File: config.mk
export PLATFORM = sky130hd
export DESIGN_NAME = instr_dispatch
export DESIGN_NICKNAME = d
export VERILOG_FILES = /design/src/rtl/array_pkg.sv /design/src/rtl/sync_fifo.sv /design/src/rtl/instr_dispatch.sv
export SDC_FILE = /design/constraint.sdc
export NUM_CORES = 1
export LEC_CHECK = 0
export ABC_AREA = 1
export BUFFER_PORTS_ARGS = -buffer_cell sky130_fd_sc_hd__buf_4
export CAP_MARGIN = 20
export CORE_ASPECT_RATIO = 1.1
export CORE_MARGIN = 4
export CORE_UTILIZATION = 58
export CTS_BUF_LIST = sky130_fd_sc_hd__clkbuf_16
export DETAILED_ROUTE_END_ITERATION = 8
export MAX_ROUTING_LAYER = met4
export PLACE_DENSITY = 0.77
export SYNTH_ARGS = -nofsm -noshare
export SYNTH_HDL_FRONTEND = slang
export SYNTH_SLANG_ARGS = --single-unit
export TNS_END_PERCENT = 5
File: constraint.sdc
create_clock -name clk -period 4.2 [get_ports clk]
set_input_delay 0.42 -clock clk [delete_from_list [all_inputs] [get_ports clk]]
set_output_delay 0.42 -clock clk [all_outputs]
set_load 0.005 [all_outputs]
File: src/rtl/array_pkg.sv
// Shared definitions for the array processor: instruction width, field positions,
// the NOP opcode and the dispatch FSM state encoding.
package array_pkg;

  localparam int ARRAY_INSTR_W = 32;

  localparam int OPC_MSB = 31;
  localparam int OPC_LSB = 26;
  localparam int RS_MSB  = 25;
  localparam int RS_LSB  = 21;
  localparam int RT_MSB  = 20;
  localparam int RT_LSB  = 16;
  localparam int RD_MSB  = 15;
  localparam int RD_LSB  = 11;
  localparam int LOW_MSB = 10;
  localparam int LOW_LSB = 0;

  localparam logic [5:0] OPC_NOP = 6'b000000;

  typedef enum logic [1:0] {
    ST_IDLE  = 2'd0,
    ST_ISSUE = 2'd1,
    ST_WAIT  = 2'd2
  } dispatch_state_t;

  function automatic logic [5:0] opcode_of(input logic [ARRAY_INSTR_W-1:0] instr);
    return instr[OPC_MSB:OPC_LSB];
  endfunction

endpackage

File: src/rtl/sync_fifo.sv
// Synchronous FIFO with occupancy count; head word is visible combinationally
// so the consumer can pop and capture it in the same cycle.
module sync_fifo #(
  parameter int WIDTH = 32,
  parameter int DEPTH = 8
) (
  input  logic                     clk,
  input  logic                     reset,
  input  logic                     push,
  input  logic [WIDTH-1:0]         push_data,
  input  logic                     pop,
  output logic [WIDTH-1:0]         head,
  output logic [$clog2(DEPTH):0]   count,
  output logic                     full,
  output logic                     empty
);

  localparam int AW = $clog2(DEPTH);
  localparam logic [AW:0] FULL_COUNT = DEPTH[AW:0];

  logic [WIDTH-1:0] mem [DEPTH];
  logic [AW-1:0]    wr_ptr;
  logic [AW-1:0]    rd_ptr;
  logic             do_push;
  logic             do_pop;

  // Full/empty come from the registered count, so a full FIFO refuses a push
  // even in a cycle that also pops.
  assign full    = (count == FULL_COUNT);
  assign empty   = (count == '0);
  assign do_push = push && !full;
  assign do_pop  = pop && !empty;
  assign head    = mem[rd_ptr];

  always_ff @(posedge clk) begin
    if (reset) begin
      wr_ptr <= '0;
      rd_ptr <= '0;
      count  <= '0;
    end else begin
      if (do_push) wr_ptr <= wr_ptr + 1'b1;
      if (do_pop)  rd_ptr <= rd_ptr + 1'b1;
      case ({do_push, do_pop})
        2'b10:   count <= count + 1'b1;
        2'b01:   count <= count - 1'b1;
        default: count <= count;
      endcase
    end
  end

  always_ff @(posedge clk) begin
    if (!reset && do_push) mem[wr_ptr] <= push_data;
  end

endmodule

File: src/rtl/instr_dispatch.sv
// Buffers host instructions and issues them to the array one at a time with a
// fixed execution gap. ARRAY_DISPATCH_NOP_SKIP_EN drops opcode-0 entries in IDLE.
module instr_dispatch
  import array_pkg::*;
#(
  parameter int DEPTH       = 8,
  parameter int EXEC_CYCLES = 16,
  parameter int INSTR_W     = ARRAY_INSTR_W
) (
  input  logic                     clk,
  input  logic                     reset,
  input  logic [INSTR_W-1:0]       in_instr,
  input  logic                     in_valid,
  output logic                     in_ready,
  input  logic                     enable,
  output logic [INSTR_W-1:0]       instruction,
  output logic                     start,
  output logic                     busy,
  output logic [$clog2(DEPTH):0]   count,
  output logic [15:0]              issued_count
);

  localparam int CW = (EXEC_CYCLES > 1) ? $clog2(EXEC_CYCLES) : 1;
  localparam logic [CW-1:0] WAIT_LOAD = CW'(EXEC_CYCLES - 1);

`ifdef ARRAY_DISPATCH_NOP_SKIP_EN
  localparam bit NOP_SKIP = 1'b1;
`else
  localparam bit NOP_SKIP = 1'b0;
`endif

  dispatch_state_t    state;
  logic [CW-1:0]      wait_cnt;
  logic [INSTR_W-1:0] head;
  logic               fifo_full;
  logic               fifo_empty;
  logic               pop;
  logic               head_is_nop;

  assign in_ready    = !fifo_full;
  assign pop         = (state == ST_IDLE) && enable && !fifo_empty;
  assign head_is_nop = NOP_SKIP && (opcode_of(head) == OPC_NOP);

  sync_fifo #(
    .WIDTH (INSTR_W),
    .DEPTH (DEPTH)
  ) u_fifo (
    .clk       (clk),
    .reset     (reset),
    .push      (in_valid),
    .push_data (in_instr),
    .pop       (pop),
    .head      (head),
    .count     (count),
    .full      (fifo_full),
    .empty     (fifo_empty)
  );

  // start is raised on the pop edge so it is high exactly while in ISSUE.
  always_ff @(posedge clk) begin
    if (reset) begin
      state        <= ST_IDLE;
      instruction  <= '0;
      start        <= 1'b0;
      busy         <= 1'b0;
      wait_cnt     <= '0;
      issued_count <= '0;
    end else begin
      start <= 1'b0;
      case (state)
        ST_IDLE: begin
          if (pop && !head_is_nop) begin
            instruction <= head;
            start       <= 1'b1;
            busy        <= 1'b1;
            state       <= ST_ISSUE;
          end
        end
        ST_ISSUE: begin
          wait_cnt     <= WAIT_LOAD;
          issued_count <= issued_count + 16'd1;
          state        <= ST_WAIT;
        end
        ST_WAIT: begin
          if (wait_cnt == '0) begin
            busy  <= 1'b0;
            state <= ST_IDLE;
          end else begin
            wait_cnt <= wait_cnt - 1'b1;
          end
        end
        default: begin
          busy  <= 1'b0;
          state <= ST_IDLE;
        end
      endcase
    end
  end

endmodule
# Yosys cells after proc, flatten, opt, wreduce, memory -nomap -nowiden
# Memory sizes are Yosys's and may differ from the RTL's. A register that Yosys moved wholly into a read port is not among the register bits.
# Cells that the tools add are included.
[totals]
register_bits = 34
ram_bits = 256
input_bits = 36
output_inout_bits = 55
mem_count = 1
[classes]
addsub = 6
eq_ne = 8
mux = 12
bitwise = 2
n_reduce_logical = 18
[mem_list]
columns = ["name", "depth", "word_bits", "rd", "rd_ports_with_merged_regs", "write_ports", "line_no", "source"]
rows = [
  ["u_fifo.mem", 8, 32, 1, 1, 1, "sync_fifo.sv:21", "logic [WIDTH-1:0] mem [DEPTH];"],
]
[ops]
columns = ["cell", "count"]
rows = [
  ["adder 16 x 1 -> 16 bit, second input constant", 1],
  ["one-hot mux 4 bit (2 select lines)", 2],
  ["logical NOT 4 bit", 2],
  ["subtractor 4 x 1 -> 4 bit, second input constant", 2],
  ["adder 3 x 1 -> 3 bit, second input constant", 2],
  ["one-hot mux 2 bit (3 select lines)", 1],
  ["AND reduction 2 bit", 3],
  ["logical AND 1 bit", 5],
  ["two-way mux 1 bit", 5],
  ["adder 4 x 1 -> 4 bit, second input constant", 1],
  ["== test 2 x 1 -> 1 bit, second input constant", 2],
  ["== test 2 bit, second input constant", 2],
  ["== test 4 bit, second input constant", 1],
  ["two-way mux 2 bit", 2],
  ["two-way mux 4 bit", 1],
  ["!= test 2 bit, second input constant", 2],
  ["nonzero test 2 bit", 2],
  ["logical NOT 1 bit", 3],
  ["one-hot mux 1 bit (3 select lines)", 1],
  ["AND reduction 3 bit", 1],
  ["logical NOT 2 bit", 1],
  ["!= test 2 x 1 -> 1 bit, second input constant", 1],
  ["inverter 1 bit", 2],
  ["OR reduction 2 bit", 1],
]

# Depth between registers and ports, before layout
[depth]
depth_word = 6
mapped_depth = 14
ltp_nobuf = 13

# By module
# A second synthesis with hierarchy kept.
[hier_totals]
cells_unflattened = 1263
area_unflattened_um2 = 13161.4
[modules_own_cells]
columns = ["module", "instances", "cells_per_inst", "area_each_um2", "seq_area_each_um2"]
rows = [
  ["sync_fifo", 1, 950, 10899.2, 7947.6],
  ["instr_dispatch", 1, 313, 2262.2, 1121.1],
]

# Worst setup path after synthesis
# No wires, ideal clock.
[synth_timing]
kind = "register -> register"
startpoint = "reg u_fifo.count[1]"
endpoint = "mem u_fifo.mem[0][0] (enable)"
setup_ns = 0.461
t_arrival_ns = 3.049
path_slack_ns = 0.690
stages_incl_launch_ff = 7
path_buffers = 0
period_less_slack_ns = 3.510
cell_sequence = "dfxtp_1 > nor2_1 > nand3_1 > nand2_1 > inv_1 > nand2_1 > nor3_1"
[synth_between]
elab_chain_cells = 6
[synth_lines]
columns = ["item", "line_no", "source"]
rows = [
  ["start, declared", "sync_fifo.sv:13", "output logic [$clog2(DEPTH):0] count,"],
  ["start signal, assigned", "sync_fifo.sv:44", "2'b10: count <= count + 1'b1;"],
  ["start signal, assigned", "sync_fifo.sv:45", "2'b01: count <= count - 1'b1;"],
  ["start signal, assigned", "sync_fifo.sv:46", "default: count <= count;"],
  ["== test 4 bit", "sync_fifo.sv:29", "assign full = (count == FULL_COUNT);"],
  ["logical NOT 1 bit", "n/a", ""],
  ["net in_ready", "instr_dispatch.sv:14", "output logic in_ready,"],
  ["logical AND 1 bit", "sync_fifo.sv:31", "assign do_push = push && !full;"],
  ["logical AND 1 bit", "sync_fifo.sv:52", "if (!reset && do_push) mem[wr_ptr] <= push_data;"],
  ["two-way mux 1 bit", "sync_fifo.sv:52", ""],
  ["two-way mux 1 bit (implied by the code)", "sync_fifo.sv:52", ""],
  ["end, declared", "sync_fifo.sv:21", ""],
]
# The timed path passes the listed nets, and every way through them passes these cells.

==> impl_results.md <==
- Outcome: finished clean
- Cell taking the most area after synthesis: edfxtp_1
- Distinct cells, synth: 30
- Post-CTS Resized: 0
- Number of synthesized register bits: 322
- RSZ-0062 raised after global routing: no
- Clock Skew: 0.0170 ns
- Total CTS buffers: 31
- DRC violations left: 0
- Post-CTS setup buffer count: 0
- Path depth of the worst reg2reg path: 7
- Syn nets: 1,216
- Worst R2R Setup Slack: 1.58 ns
- Vias in the first global route: approximately 8,200
- Clock Tree Root: clkbuf_16
- Final WL: 27,400 um
- GRT overflow: 0
- Max Clock Freq: 0.382 GHz
- Antenna Nets Post-Route: 0
- Final Slew Violations: 0
- Hold EP: u_fifo.mem[5][4]$_DFFE_PP_
- Synthesis-to-layout area growth: 14.1%
- Placeable Area: 22,000 um2
- IO Pins: 91
- Synth area leaders: edfxtp_1, dfxtp_1, nand2_1, nor2_1, o21ai_0
- Via count: 8,640
- Die Span Y: 165 um
- Hold Crit Depth: 1
- ANT cells: 0
- Port buffer count: 90
- Fill cell count: 1,545
- Hold WC Path Type: in -> reg
- Die W: 151 um
- Worst reg2reg startpoint: u_fifo.rd_ptr[1]$_SDFFE_PP0P_
- Crit Reg-Reg Endpoint: instruction[14]$_SDFFE_PP0P_
- Crit start category: register
- CP max FO: ~90
- CP Class: reg -> reg
- WP data required: 4.67 ns
- Gpl congestion: 0.793
- Initial antenna violation count: 0
- Initial cell density of the core: 0.589
- Final Hold Fails: 0
- Setup TNS: 0 ns
- Rows: 57
- Post-DP HPWL: 15,000 um
- Yosys Warn Count: 0
- Cell area after layout: 14,800 um2
- Iter 0 DRT Violations: 794
- All-Layer GR Usage: 0.223
- TritonCTS clock tree: done
- Share of cells above drive strength 1: 0.139
- Sink Count: 322
- Crit path time final: 2.62 ns
- Clock Path Buffers: 3
- Buf/Inv on CP: 2
- Worst Path Arrival: 3.09 ns
- Wire length per cell: 17.5 um
- Critical-path cell list: clkinv_2 -> buf_4 -> nor2_1 -> o21ai_0 -> nand3_1 -> nand2_1 -> a21oi_1
- Worst-Margin Slew: roughly 1.1 ns
- Hold Path Origin: in_instr[4]
- Syn Std Cell Area: between 10,000 and 15,000 um2
- Hold-fix buffers at CTS: 0
- MaxCap Viol Count: 0
- Leak: 5.64 nW
- # setup viols final: 0
- Slew HR: 0.266
- Post-Synthesis Cells: 1,172
- Sequential fraction of the synthesis area: 0.694
- Syn Area/Cell: 11.1 um2
- Pwr/cell area: 571 nW/um2
- Critical Path Sink Type: register
- Critical Path Slowest Stage Cell: dfxtp_1
- VDD IR max: 0.000371 V
- Average via count per standard cell: between 5 and 6
- Worst-path clk slew: around 0.070 ns
- H-tree Lvls: 1
- Area after DPL: around 14,000 um2
- Worst path top cell family by delay: buffers and inverters
- Die area: 24,800 um2
- First-pass GRT wire length: approximately 42,000 um
- Detailed Routing Iterations Pass 1: 5
- Skew-Pair Late Insertion Delay: roughly 0.55 ns
- Largest net degree at the start of global routing: 101
- Fin crit share: 0.624
- Crit path largest cell delay: 0.72 ns
- Fin nets: 1,295
- Share of the synthesized area in the top cell type: 0.592
## through the flow
step	hold slack, ns	util	setup WS (ns)	std cells	power [mW]
after CTS	0.0861	0.669	1.57	1567	8.52
after floorplan	0.447	-	0.690	1172	5.41
after global routing	0.0950	0.672	1.34	1570	8.93
after global placement	0.457	0.627	1.60	1509	5.92
after detailed placement	0.463	0.627	1.55	1510	6.00
final	0.104	0.672	1.58	1570	8.46
## cell families after synthesis
group	share of synthesized area
compound gates	0.0853
xor+xnor	0.00203
fa+ha+maj	0.00829
buf+inv	0.0536
flops	0.694
simple gates	0.156
## final cells by class
| class | count | area, um2 | share of cell area |
|---|---|---|---|
| Clock buffer | 31 | 776 | 0.0524 |
| Clock inverter | 26 | 141 | 0.00955 |
| Inverter | 84 | 317 | 0.0214 |
| Multi-Input combinational cell | 703 | 3320 | 0.224 |
| Sequential cell | 322 | 9010 | 0.609 |
| Tap cell | 295 | 369 | 0.0249 |
| Timing Repair Buffer | 109 | 868 | 0.0586 |
## report_power, final
group	switching, mW	leakage [nW]	total, mW	internal, mW
clock network	1.12	0.481	2.51	1.39
registers	0.149	2.85	3.84	3.69
logic	1.34	2.31	2.10	0.764
## cells in the final DEF (no fill, tap or decap), types with 2 or more instances in the layout
cell and count:
edfxtp_1 256, nand2_1 254, nor2_1 133, buf_4 105, o21ai_0 96, inv_1 87
nand3_1 77, dfxtp_1 65, a21oi_1 51, o211ai_1 42, clkbuf_16 31, clkinv_2 9
clkinv_1 8, nor2_4 7, o21ai_1 7, ha_1 7, nor3_2 4, nor2_2 4
nand4_1 4, buf_12 4, inv_2 3, xnor2_1 3, nand2_2 2, nand3_2 2
and3_1 2, nor3_1 2, o21a_1 2, clkinvlp_4 2
## how the worst max path moves through the flow
stage,startpoint,slack [ns],cells past startpoint,endpoint
floorplan,u_fifo.count[1]$_SDFFE_PP0P_,0.69,6,u_fifo.mem[0][0]$_DFFE_PP_
CTS,u_fifo.rd_ptr[1]$_SDFFE_PP0P_,1.57,7,instruction[22]$_SDFFE_PP0P_
global placement,reset,1.60,4,u_fifo.mem[3][20]$_DFFE_PP_
global route,u_fifo.rd_ptr[1]$_SDFFE_PP0P_,1.34,7,instruction[23]$_SDFFE_PP0P_
finish,u_fifo.rd_ptr[1]$_SDFFE_PP0P_,1.58,7,instruction[14]$_SDFFE_PP0P_
detailed placement,reset,1.55,4,u_fifo.mem[1][21]$_DFFE_PP_
## state kept, by name, indices dropped and copies added (netlist names)
register and flops:
u_fifo.count 4, u_fifo.wr_ptr 3, u_fifo.rd_ptr 3, busy 1
u_fifo.mem 256, issued_count 16, state 2, start 1
wait_cnt 4, instruction 32
## synthesized netlist by cell type (all sizes together)
cell	n
clkbuf	13
inv	84
nand2	256
a21oi	51
or2	1
xnor2	3
nor3b	1
ha	7
o21ai	103
a31oi	1
nor2	144
nor3	6
o21a	2
buf	50
and3	2
o211ai	42
nand4	4
fa	1
edfxtp	256
nand3	79
dfxtp	66
## per-layer routing
metal	vias to the layer above	global-route usage	share of wire	routed length, um
met5	-	-	0	0
met4	0	0.0569	0.021	567
met3	48	0.0280	0.064	1770
met2	286	0.381	0.50	13700
met1	4131	0.286	0.42	11400
li1	4175	-	-	-
## worst reg2reg max path, delay by kind of cell, from the launching register on
kind                   cells  cell delay [ns]
flip-flops                 1             0.72
AND/OR/NAND/NOR            3             0.50
buffers and inverters      2             1.09
AO/OA/AOI/OAI              2             0.24
No activity file was read; power rests on OpenSTA's default activity.
